===== config.mk =====
export PLATFORM = sky130hd
export DESIGN_NAME = led_pulse_stretcher
export DESIGN_NICKNAME = d
export VERILOG_FILES = /design/src/rtl/led_pkg.sv /design/src/rtl/led_stretch_chan.sv /design/src/rtl/led_pulse_stretcher.sv
export SDC_FILE = /design/constraint.sdc
export NUM_CORES = 1
export LEC_CHECK = 0
export BUFFER_PORTS_ARGS = -buffer_cell sky130_fd_sc_hd__buf_2
export CORE_AREA = 2 2 224 226
export CTS_CLUSTER_SIZE = 25
export DETAILED_ROUTE_END_ITERATION = 8
export DIE_AREA = 0 0 226 228
export SLEW_MARGIN = 20
export SYNTH_ARGS = -nofsm -noshare
export SYNTH_HDL_FRONTEND = slang
export SYNTH_SLANG_ARGS = --single-unit

===== constraint.sdc =====
create_clock -name clk -period 2.8 [get_ports clk]
set_input_delay 0.42 -clock clk [delete_from_list [all_inputs] [get_ports clk]]
set_output_delay 0.42 -clock clk [all_outputs]
set_load 0.01 [all_outputs]

===== src/rtl/led_pkg.sv =====
// Shared definitions for the LED pulse stretcher: channel state encoding,
// board-level default timing and a parameter range helper.
package led_pkg;

  // Per-channel phase. The unused code 2'd3 is treated as corrupt and sends
  // the channel back to IDLE.
  typedef enum logic [1:0] {
    ST_IDLE = 2'd0,
    ST_ON   = 2'd1,
    ST_GAP  = 2'd2
  } led_state_e;

  // Board clock and the default blink timing derived from it (50 ms on,
  // 50 ms off at 50 MHz).
  localparam int BOARD_CLK_HZ      = 50_000_000;
  localparam int DEFAULT_ON_TICKS  = BOARD_CLK_HZ / 20;
  localparam int DEFAULT_OFF_TICKS = BOARD_CLK_HZ / 20;

  // True when a tick count can be represented by a counter of the given
  // width once it is loaded as (ticks - 1).
  function automatic bit ticksInRange(input longint ticks, input int width);
    return (ticks >= 64'sd1) && (ticks <= (64'sd1 <<< width));
  endfunction

endpackage


===== src/rtl/led_stretch_chan.sv =====
// Single LED channel: turns event strobes into blinks of fixed on-time and
// fixed off-gap, queuing events that arrive while a blink is in progress.
module led_stretch_chan
  import led_pkg::*;
#(
  parameter int   CNT_WIDTH  = 24,
  parameter int   ON_TICKS   = DEFAULT_ON_TICKS,
  parameter int   OFF_TICKS  = DEFAULT_OFF_TICKS,
  parameter int   PEND_WIDTH = 3,
  parameter logic INVERT     = 1'b0
) (
  input  logic clk,
  input  logic rst,
  input  logic ev,
  input  logic pwm_gate,
  output logic led,
  output logic busy,
  output logic overflow
);

  // Reload values are (ticks - 1) truncated to the counter width, so a count
  // of 2^CNT_WIDTH loads as all-ones.
  localparam logic [CNT_WIDTH-1:0]  ON_LOAD  = CNT_WIDTH'(ON_TICKS - 1);
  localparam logic [CNT_WIDTH-1:0]  OFF_LOAD = CNT_WIDTH'(OFF_TICKS - 1);
  localparam logic [PEND_WIDTH-1:0] PEND_MAX = {PEND_WIDTH{1'b1}};

  led_state_e            state_q, state_d;
  logic [CNT_WIDTH-1:0]  cnt_q, cnt_d;
  logic [PEND_WIDTH-1:0] pending_q, pending_d;
  logic                  overflow_q, overflow_d;
  logic                  led_q, led_d;
  logic                  busy_q, busy_d;
  logic                  queueEvent;

  // State register: all channel state and the registered outputs update
  // together, and a synchronous reset abandons any blink in progress.
  always_ff @(posedge clk) begin
    if (rst) begin
      state_q    <= ST_IDLE;
      cnt_q      <= '0;
      pending_q  <= '0;
      overflow_q <= 1'b0;
      led_q      <= INVERT;
      busy_q     <= 1'b0;
    end else begin
      state_q    <= state_d;
      cnt_q      <= cnt_d;
      pending_q  <= pending_d;
      overflow_q <= overflow_d;
      led_q      <= led_d;
      busy_q     <= busy_d;
    end
  end

  // Next-state logic: phase sequencing, counter reload/decrement and the
  // saturating event queue.
  always_comb begin
    state_d    = state_q;
    cnt_d      = cnt_q;
    pending_d  = pending_q;
    overflow_d = overflow_q;
    queueEvent = 1'b0;

    case (state_q)
      ST_IDLE: begin
        if (ev) begin
          state_d = ST_ON;
          cnt_d   = ON_LOAD;
        end
      end

      ST_ON: begin
        queueEvent = ev;
        if (cnt_q != '0) begin
          cnt_d = cnt_q - CNT_WIDTH'(1);
        end else begin
          state_d = ST_GAP;
          cnt_d   = OFF_LOAD;
        end
      end

      ST_GAP: begin
        if (cnt_q != '0) begin
          queueEvent = ev;
          cnt_d      = cnt_q - CNT_WIDTH'(1);
        end else if (ev || (pending_q != '0)) begin
          // An event arriving on the last gap cycle is consumed straight
          // away; otherwise one queued event is taken off the queue.
          if (!ev) begin
            pending_d = pending_q - PEND_WIDTH'(1);
          end
          state_d = ST_ON;
          cnt_d   = ON_LOAD;
        end else begin
          state_d = ST_IDLE;
        end
      end

      default: begin
        state_d   = ST_IDLE;
        cnt_d     = '0;
        pending_d = '0;
      end
    endcase

    if (queueEvent) begin
      if (pending_q == PEND_MAX) begin
        overflow_d = 1'b1;
      end else begin
        pending_d = pending_q + PEND_WIDTH'(1);
      end
    end
  end

  // Output logic: computed from the next state so the registered outputs
  // line up with the state they describe.
  always_comb begin
    led_d  = ((state_d == ST_ON) && pwm_gate) ^ INVERT;
    busy_d = (state_d != ST_IDLE) || (pending_d != '0);
  end

  assign led      = led_q;
  assign busy     = busy_q;
  assign overflow = overflow_q;

endmodule


===== src/rtl/led_pulse_stretcher.sv =====
// Multi-channel LED pulse stretcher: one independent blink channel per event
// strobe. Define LED_PULSE_STRETCHER_PWM_EN to dim lit LEDs with a shared
// free-running PWM counter.
module led_pulse_stretcher
  import led_pkg::*;
#(
  parameter int   CHANNELS   = 8,
  parameter int   CNT_WIDTH  = 24,
  parameter int   ON_TICKS   = DEFAULT_ON_TICKS,
  parameter int   OFF_TICKS  = DEFAULT_OFF_TICKS,
  parameter int   PEND_WIDTH = 3,
  parameter logic INVERT     = 1'b0
`ifdef LED_PULSE_STRETCHER_PWM_EN
  ,
  parameter int   PWM_WIDTH  = 8,
  parameter int   PWM_DUTY   = 64
`endif
) (
  input  logic                clk,
  input  logic                rst,
  input  logic [CHANNELS-1:0] ev,
  output logic [CHANNELS-1:0] led,
  output logic [CHANNELS-1:0] busy,
  output logic [CHANNELS-1:0] overflow
);

  // Reject timing that cannot be held in the phase counter.
  if (!ticksInRange(longint'(ON_TICKS), CNT_WIDTH)) begin : g_bad_on_ticks
    $error("led_pulse_stretcher: ON_TICKS must be in 1..2**CNT_WIDTH");
  end
  if (!ticksInRange(longint'(OFF_TICKS), CNT_WIDTH)) begin : g_bad_off_ticks
    $error("led_pulse_stretcher: OFF_TICKS must be in 1..2**CNT_WIDTH");
  end

  logic pwmGate;

`ifdef LED_PULSE_STRETCHER_PWM_EN
  if ((PWM_DUTY < 0) || (longint'(PWM_DUTY) > (64'sd1 <<< PWM_WIDTH))) begin : g_bad_pwm_duty
    $error("led_pulse_stretcher: PWM_DUTY must be in 0..2**PWM_WIDTH");
  end

  logic [PWM_WIDTH-1:0] pwmCnt_q, pwmCnt_d;

  // The gate is taken from the next count because the channel LEDs are
  // registered; the lit/unlit pattern then tracks the current count.
  always_comb begin
    pwmCnt_d = rst ? '0 : pwmCnt_q + PWM_WIDTH'(1);
    pwmGate  = int'(pwmCnt_d) < PWM_DUTY;
  end

  // Free-running dimming counter shared by every channel.
  always_ff @(posedge clk) begin
    if (rst) begin
      pwmCnt_q <= '0;
    end else begin
      pwmCnt_q <= pwmCnt_d;
    end
  end
`else
  assign pwmGate = 1'b1;
`endif

  for (genvar i = 0; i < CHANNELS; i++) begin : g_chan
    led_stretch_chan #(
      .CNT_WIDTH (CNT_WIDTH),
      .ON_TICKS  (ON_TICKS),
      .OFF_TICKS (OFF_TICKS),
      .PEND_WIDTH(PEND_WIDTH),
      .INVERT    (INVERT)
    ) u_chan (
      .clk     (clk),
      .rst     (rst),
      .ev      (ev[i]),
      .pwm_gate(pwmGate),
      .led     (led[i]),
      .busy    (busy[i]),
      .overflow(overflow[i])
    );
  end

endmodule


; After elaboration in Yosys (flattened, before gate mapping)
; Index checks and enable logic that the tools add are counted.
[word_totals]
reg_bits = 256
latchBits = 0
ram_bits = 0
romBits = 0
input_bits = 10
output_inout_bits = 24
word_cells = 344
n_memories = 0
[classes]
add_sub_neg = 24
n_mul = 0
n_div = 0
order_cmp = 0
eq_ne = 48
shifts = 0
n_mux = 144
bitwise_logic = 0
reduce_logical = 80
[ops]
columns = operator, n
row1 = 24-bit two-way mux, 32
row2 = 24-bit one-hot mux with 3 select lines, 8
row3 = 24-bit nonzero test, 8
row4 = 24-bit by 1-bit subtractor with 24-bit output (second input constant), 8
row5 = 3-bit two-way mux, 40
row6 = 2-bit two-way mux, 24
row7 = 2-bit one-hot mux with 3 select lines, 8
row8 = 3-bit one-hot mux with 2 select lines, 8
row9 = 3-bit nonzero test, 16
row10 = 2-bit by 1-bit == test with 1-bit output (second input constant), 16
row11 = 2-bit AND reduction, 16
row12 = 3-bit by 1-bit adder with 3-bit output (second input constant), 8
row13 = 3-bit == test (second input constant), 8
row14 = 3-bit by 1-bit inequality test with 1-bit output (second input constant), 8
row15 = 3-bit by 1-bit subtractor with 3-bit output (second input constant), 8
row16 = 2-bit == test (second input constant), 8
row17 = 2-bit zero test, 8
row18 = 1-bit logical OR, 16
row19 = 1-bit two-way mux, 16
row20 = 2-bit inequality test (second input constant), 8
row21 = 1-bit one-hot mux with 2 select lines, 8
row22 = 2-bit nonzero test, 8
row23 = 2-bit OR reduction, 8

; Longest topological paths before layout
[depth]
word_depth = 9
depth_mapped = 11
mapped_depth_nobuf = 9

; Modules after synthesis
; A second synthesis with hierarchy kept.
[hier_totals]
cells_unflattened = 1945
hier_area_um2 = 15701.3
[modules_own_cells]
columns = mod, instances, cells_per_inst, area_each_um2, seq_area_each_um2
row1 = led_stretch_chan (g_chan[0].u_chan ...), 5, 240, 1923.1, 640.6
row2 = led_stretch_chan (g_chan[7].u_chan), 1, 264, 2102.0, 640.6
row3 = led_stretch_chan (g_chan[6].u_chan), 1, 240, 2065.7, 640.6
row4 = led_stretch_chan (g_chan[1].u_chan), 1, 240, 1914.3, 640.6
row5 = led_pulse_stretcher, 1, 1, 3.8, 0.0

; Worst setup path before layout
; No wires, ideal clock.
[synth_timing]
path_kind = register to register
start = reg g_chan[1].u_chan.cnt_q[0]
end = reg g_chan[1].u_chan.busy_q
setup_time_ns = 0.133
arrival_time_ns = 2.730
required_time_ns = 2.667
setup_slack_ns = -0.062
path_stages_with_launch = 10
path_buffers = 0
synth_period_minus_slack_ns = 2.862
path_cell_list = dfxtp_1 > inv_1 > ha_1 > or4b_2 > nor4_4 > a21boi_0 > o2111ai_1 > mux2_2 > nor3_1 > a31oi_1
[synth_between]
elab_chain_cells = 7
word_cells_on_any_way = 13
cone_classes = mux: 9 / reduce/logical: 4
[synth_rtl]
columns = element, line_no
row1 = start: declaration, led_stretch_chan.sv:28  ; logic [CNT_WIDTH-1:0] cnt_q, cnt_d;
row2 = start signal: assignment, led_stretch_chan.sv:47  ; cnt_q <= cnt_d;
row3 = 24-bit nonzero test *, "led_stretch_chan.sv:74, led_stretch_chan.sv:83"
row4 = 3-bit two-way mux, led_stretch_chan.sv:83  ; if (cnt_q != '0) begin
row5 = 3-bit one-hot mux with 2 select lines, led_stretch_chan.sv:64  ; case (state_q)
row6 = 3-bit two-way mux, led_stretch_chan.sv:107  ; if (pending_q == PEND_MAX) begin
row7 = 3-bit two-way mux, led_stretch_chan.sv:106  ; if (queueEvent) begin
row8 = 3-bit nonzero test, led_stretch_chan.sv:119  ; busy_d = (state_d != ST_IDLE) || (pending_d != '0);
row9 = 1-bit logical OR *, led_stretch_chan.sv:119
row10 = end signal: assignment, led_stretch_chan.sv:51  ; busy_q <= busy_d;
row11 = end: declaration, led_stretch_chan.sv:32  ; logic busy_q, busy_d;
; Mark *: on every way between the ends. The rest lies on a longest branch, timed or not.
; A chain may end at the register's enable or synchronous reset.

; Final worst setup path
[layout_timing]
start = reg g_chan[3].u_chan.cnt_q[12]
end = reg g_chan[3].u_chan.busy_q
[layout_between]
elab_chain_cells = 7
word_cells_on_any_way = 13
cone_classes = mux: 9 / reduce/logical: 4
[layout_rtl]
columns = element, line_no
row1 = start: declaration, led_stretch_chan.sv:28
row2 = start signal: assignment, led_stretch_chan.sv:47
row3 = 24-bit nonzero test *, "led_stretch_chan.sv:74, led_stretch_chan.sv:83"
row4 = 3-bit two-way mux, led_stretch_chan.sv:83
row5 = 3-bit one-hot mux with 2 select lines, led_stretch_chan.sv:64
row6 = 3-bit two-way mux, led_stretch_chan.sv:107
row7 = 3-bit two-way mux, led_stretch_chan.sv:106
row8 = 3-bit nonzero test, led_stretch_chan.sv:119
row9 = 1-bit logical OR *, led_stretch_chan.sv:119
row10 = end signal: assignment, led_stretch_chan.sv:51
row11 = end: declaration, led_stretch_chan.sv:32
; Marks and branches as above.

==> impl_metrics.toml <==
[synth]
synth_fa_ha_area_share_pct = 6.02
syn_inst = 2028
synth_fp_nets = 2113
async_reset_ff_share_pct = 0
synth_cell_type_count = 77
synth_compound_area_share_pct = 17.5
ys_seq_elements = 256
synth_simple_gate_area_share_pct = 29.8
ys_warn_count = 0
ys_seq_area_share_pct = 32.9
synth_ff_type = "dfxtp_1"
synth_top_family_by_area = "simple AND/OR/NAND/NOR gates"
syn-cell-area_sq_um = 15600
muxShareOfSynthArea_pct = 0.914
synth_xor_area_share_pct = 6.91
syn_avg_cell_area_sq_um = 7.69
synth_edf_count = 0

[clock_network]
cts_root_buf = "clkbuf_16"
clk_path_buf_depth = 3
htreeDepth = 1
clk_pin_slew_ps = 60
cts_buffers = 31
ctsHoldBuffers = 0
clock_latency_ps = 580
cts_tree = "done"
clock-sinks = 256

[routing]
vias = 14400
wl_per_cell_um = 13.8
vias_per_cell = 5.18
routed_wl_mm = 38.3
drt_pass1_iterations = 5
antenna_left = 0
drc = 0
drtIter0Drc = 825

[floorplanning]
initial_core_util_pct = 31.6
die_h_um = 228
die_w_um = 226
fp.coreArea_sq_um = 49300
io_pins = 34
rows = 82
die_area_sq_um = 51500

[global_route]
met1_usage_pct = 19.2
top_usage_layer = "met2"
grt_max_degree = 60
grt_pass1_wl_mm = 65.7
grt_pass1_vias = 13800
use_met3_pct = 1.94
grt_antenna_before_repair = 0
grt_usage_pct = 14.7
grt_overflow = 0
met2_usage_pct = 25.6

[place]
numPortBuffers = 33
place_inst = 2720
gp_congestion = 0.826
dp.final_hpwl_mm = 26.5

[sta]
finalCriticalPeriod_ps = 2660
fin_hold_ws_ps = 222
rsz0062_at_grt = "true"
post-route-period-util_pct = 95.0
hold_viol = 0
finalSetupViolCount = 0
fin_skew_ps = 10.6
fmax_ghz = 0.376
drv_slew = 0
tightest_slew_ps = 679
slew_headroom_pct = 54.8

[worst_setup_path]
cp.required_ps = 3300
crit_fanout = 8
arrival_ps = 3170
crit_type = "reg2reg"
startpoint_type = "register"
startpoint = "g_chan[3].u_chan.cnt_q[12]"
crit-reg2reg-launch = "g_chan[3].u_chan.cnt_q[12]"
r2r_slack_ps = 140
end_kind = "register"

[cells_and_area]
fill_cells = 5063
seqCellArea_sq_um = 5120
instances_no_fill = 2780
drive_above_1_share_pct = 12.7
final_nets = 2168
multiInputGateArea_sq_um = 9650
syn2layout_area_growth_pct = 16.8
final_util_pct = 36.9

[pwr]
peakVddDrop_mv = 0.370
power.density_nw_per_um2 = 647
finalPower_mw = 11.8
leakage_nw = 6.97

[worst_hold_path]
min_path_type = "in2reg"
hold_path.startpoint = "ev[3]"

[job]
cap_violations = 0

[run_status]
outcome = "finished clean"
-- cell usage after synthesis, drive strengths merged (10+ instances only) --
master | instances | area share, %
nand3b | 14 | 0.67
o31ai | 11 | 0.53
or2 | 11 | 0.46
nand2 | 142 | 3.4
a211oi | 21 | 1.0
a31oi | 20 | 0.84
and2 | 10 | 0.40
or4 | 37 | 1.9
nand3 | 41 | 1.3
nor3b | 13 | 0.66
nor2 | 266 | 6.4
nand4 | 20 | 0.80
nand2b | 12 | 0.48
o21ai | 99 | 3.2
xor2 | 33 | 1.9
mux2i | 12 | 0.77
inv | 88 | 2.1
and3 | 10 | 0.40
or3 | 72 | 2.9
clkbuf | 97 | 2.3
dfxtp | 256 | 33
nor4b | 16 | 0.90
a21oi | 189 | 6.1
buf | 36 | 1.6
nor4 | 69 | 3.1
a211o | 19 | 1.1
nor2b | 30 | 1.2
xnor2 | 90 | 5.1
nor3 | 102 | 3.3
ha | 75 | 6.0
-- kinds of logic (layout without fill, tap and decap cells) --
kind of cell,Yosys count,after routing
AOI/OAI and AO/OA,447,447
xor gates and xnor gates,123,123
adders and majority gates,75,75
buffers and inverters,222,301
DFF,256,256
muxes,14,14
other,0,1
and+or+nand+nor,891,891
-- cells in the final DEF (no fill, tap or decap), types with 10 or more instances in the layout --
cell type	instances
inv_1	88
nor3_1	101
nand3_1	41
buf_2	32
a211oi_1	19
or3_1	72
nand2b_1	12
nor4_1	62
nand4_1	20
nand2_1	142
or4_1	32
nand3b_1	14
nor2_1	266
nor3b_1	12
a31oi_1	19
ha_1	75
mux2i_1	12
xnor2_1	90
clkbuf_16	31
xor2_1	33
nor2b_1	30
a21oi_1	185
dfxtp_1	256
o31ai_1	10
o21ai_0	96
a211o_1	19
buf_4	116
and3_1	10
nor4b_1	14
-- final timing paths --
| path | to | cells after the start |
|---|---|---|
| worst max-delay path | g_chan[3].u_chan.busy | 7 |
| worst max register to register | g_chan[3].u_chan.busy | 7 |
| worst min register to register | g_chan[4].u_chan.overflow | 2 |
| worst min-delay path | g_chan[3].u_chan.cnt_q[17] | 3 |
-- what timing repair did --
action                                  CTS  global route
resized for setup                         1            27
pin swaps                                 0             4
buffers inserted                          0             2
endpoints found under the setup margin   12            78
-- layer usage --
layer | vias to the layer above | wire (um)
li1 | 7344 | -
met1 | 6765 | 17900
met2 | 242 | 18300
met3 | 47 | 1490
met4 | 0 | 632
met5 | - | 0
-- area by class of cell --
class	count	area share (%)
Clock inverter	18	1.47
Inverter	89	1.83
Sequential cell	256	28.1
Clock buffer	39	4.75
Antenna cell	1	0.0137
Tap cell	672	4.61
Timing Repair Buffer	155	6.23
Multi-Input combinational cell	1550	53.0
-- sequential cells by signal, indices dropped and copies added, names as in the netlist --
register	flops
g_chan.u_chan.busy	8
g_chan.u_chan.cnt_q	192
g_chan.u_chan.led	8
g_chan.u_chan.overflow	8
g_chan.u_chan.pending_q	24
g_chan.u_chan.state_q	16
-- critical path, stage by stage (launching register included) --
cell	delay, ps
dfxtp_1	350
or4_1	560
or2_4	290
or4_4	560
a2111o_1	470
nand3_1	100
nor2_1	60
a41oi_1	200
-- power by group --
group / internal, mW / leakage, nW / switching, mW
clock: 2.74 / 0.542 / 1.66
sequential: 3.96 / 2.10 / 0.334
combinational: 1.35 / 4.33 / 1.76
-- through the flow --
stage,worst slack (ps),TNS (ps),cell area (sq um)
after global placement,13.0,0,17000
final,139,0,18200
after floorplan,2.84,0,15600
after detailed placement,-89.5,-823,17000
after global routing,3.71,0,18200
after CTS,18.6,0,18100
Power figures use the tool's default switching activity.
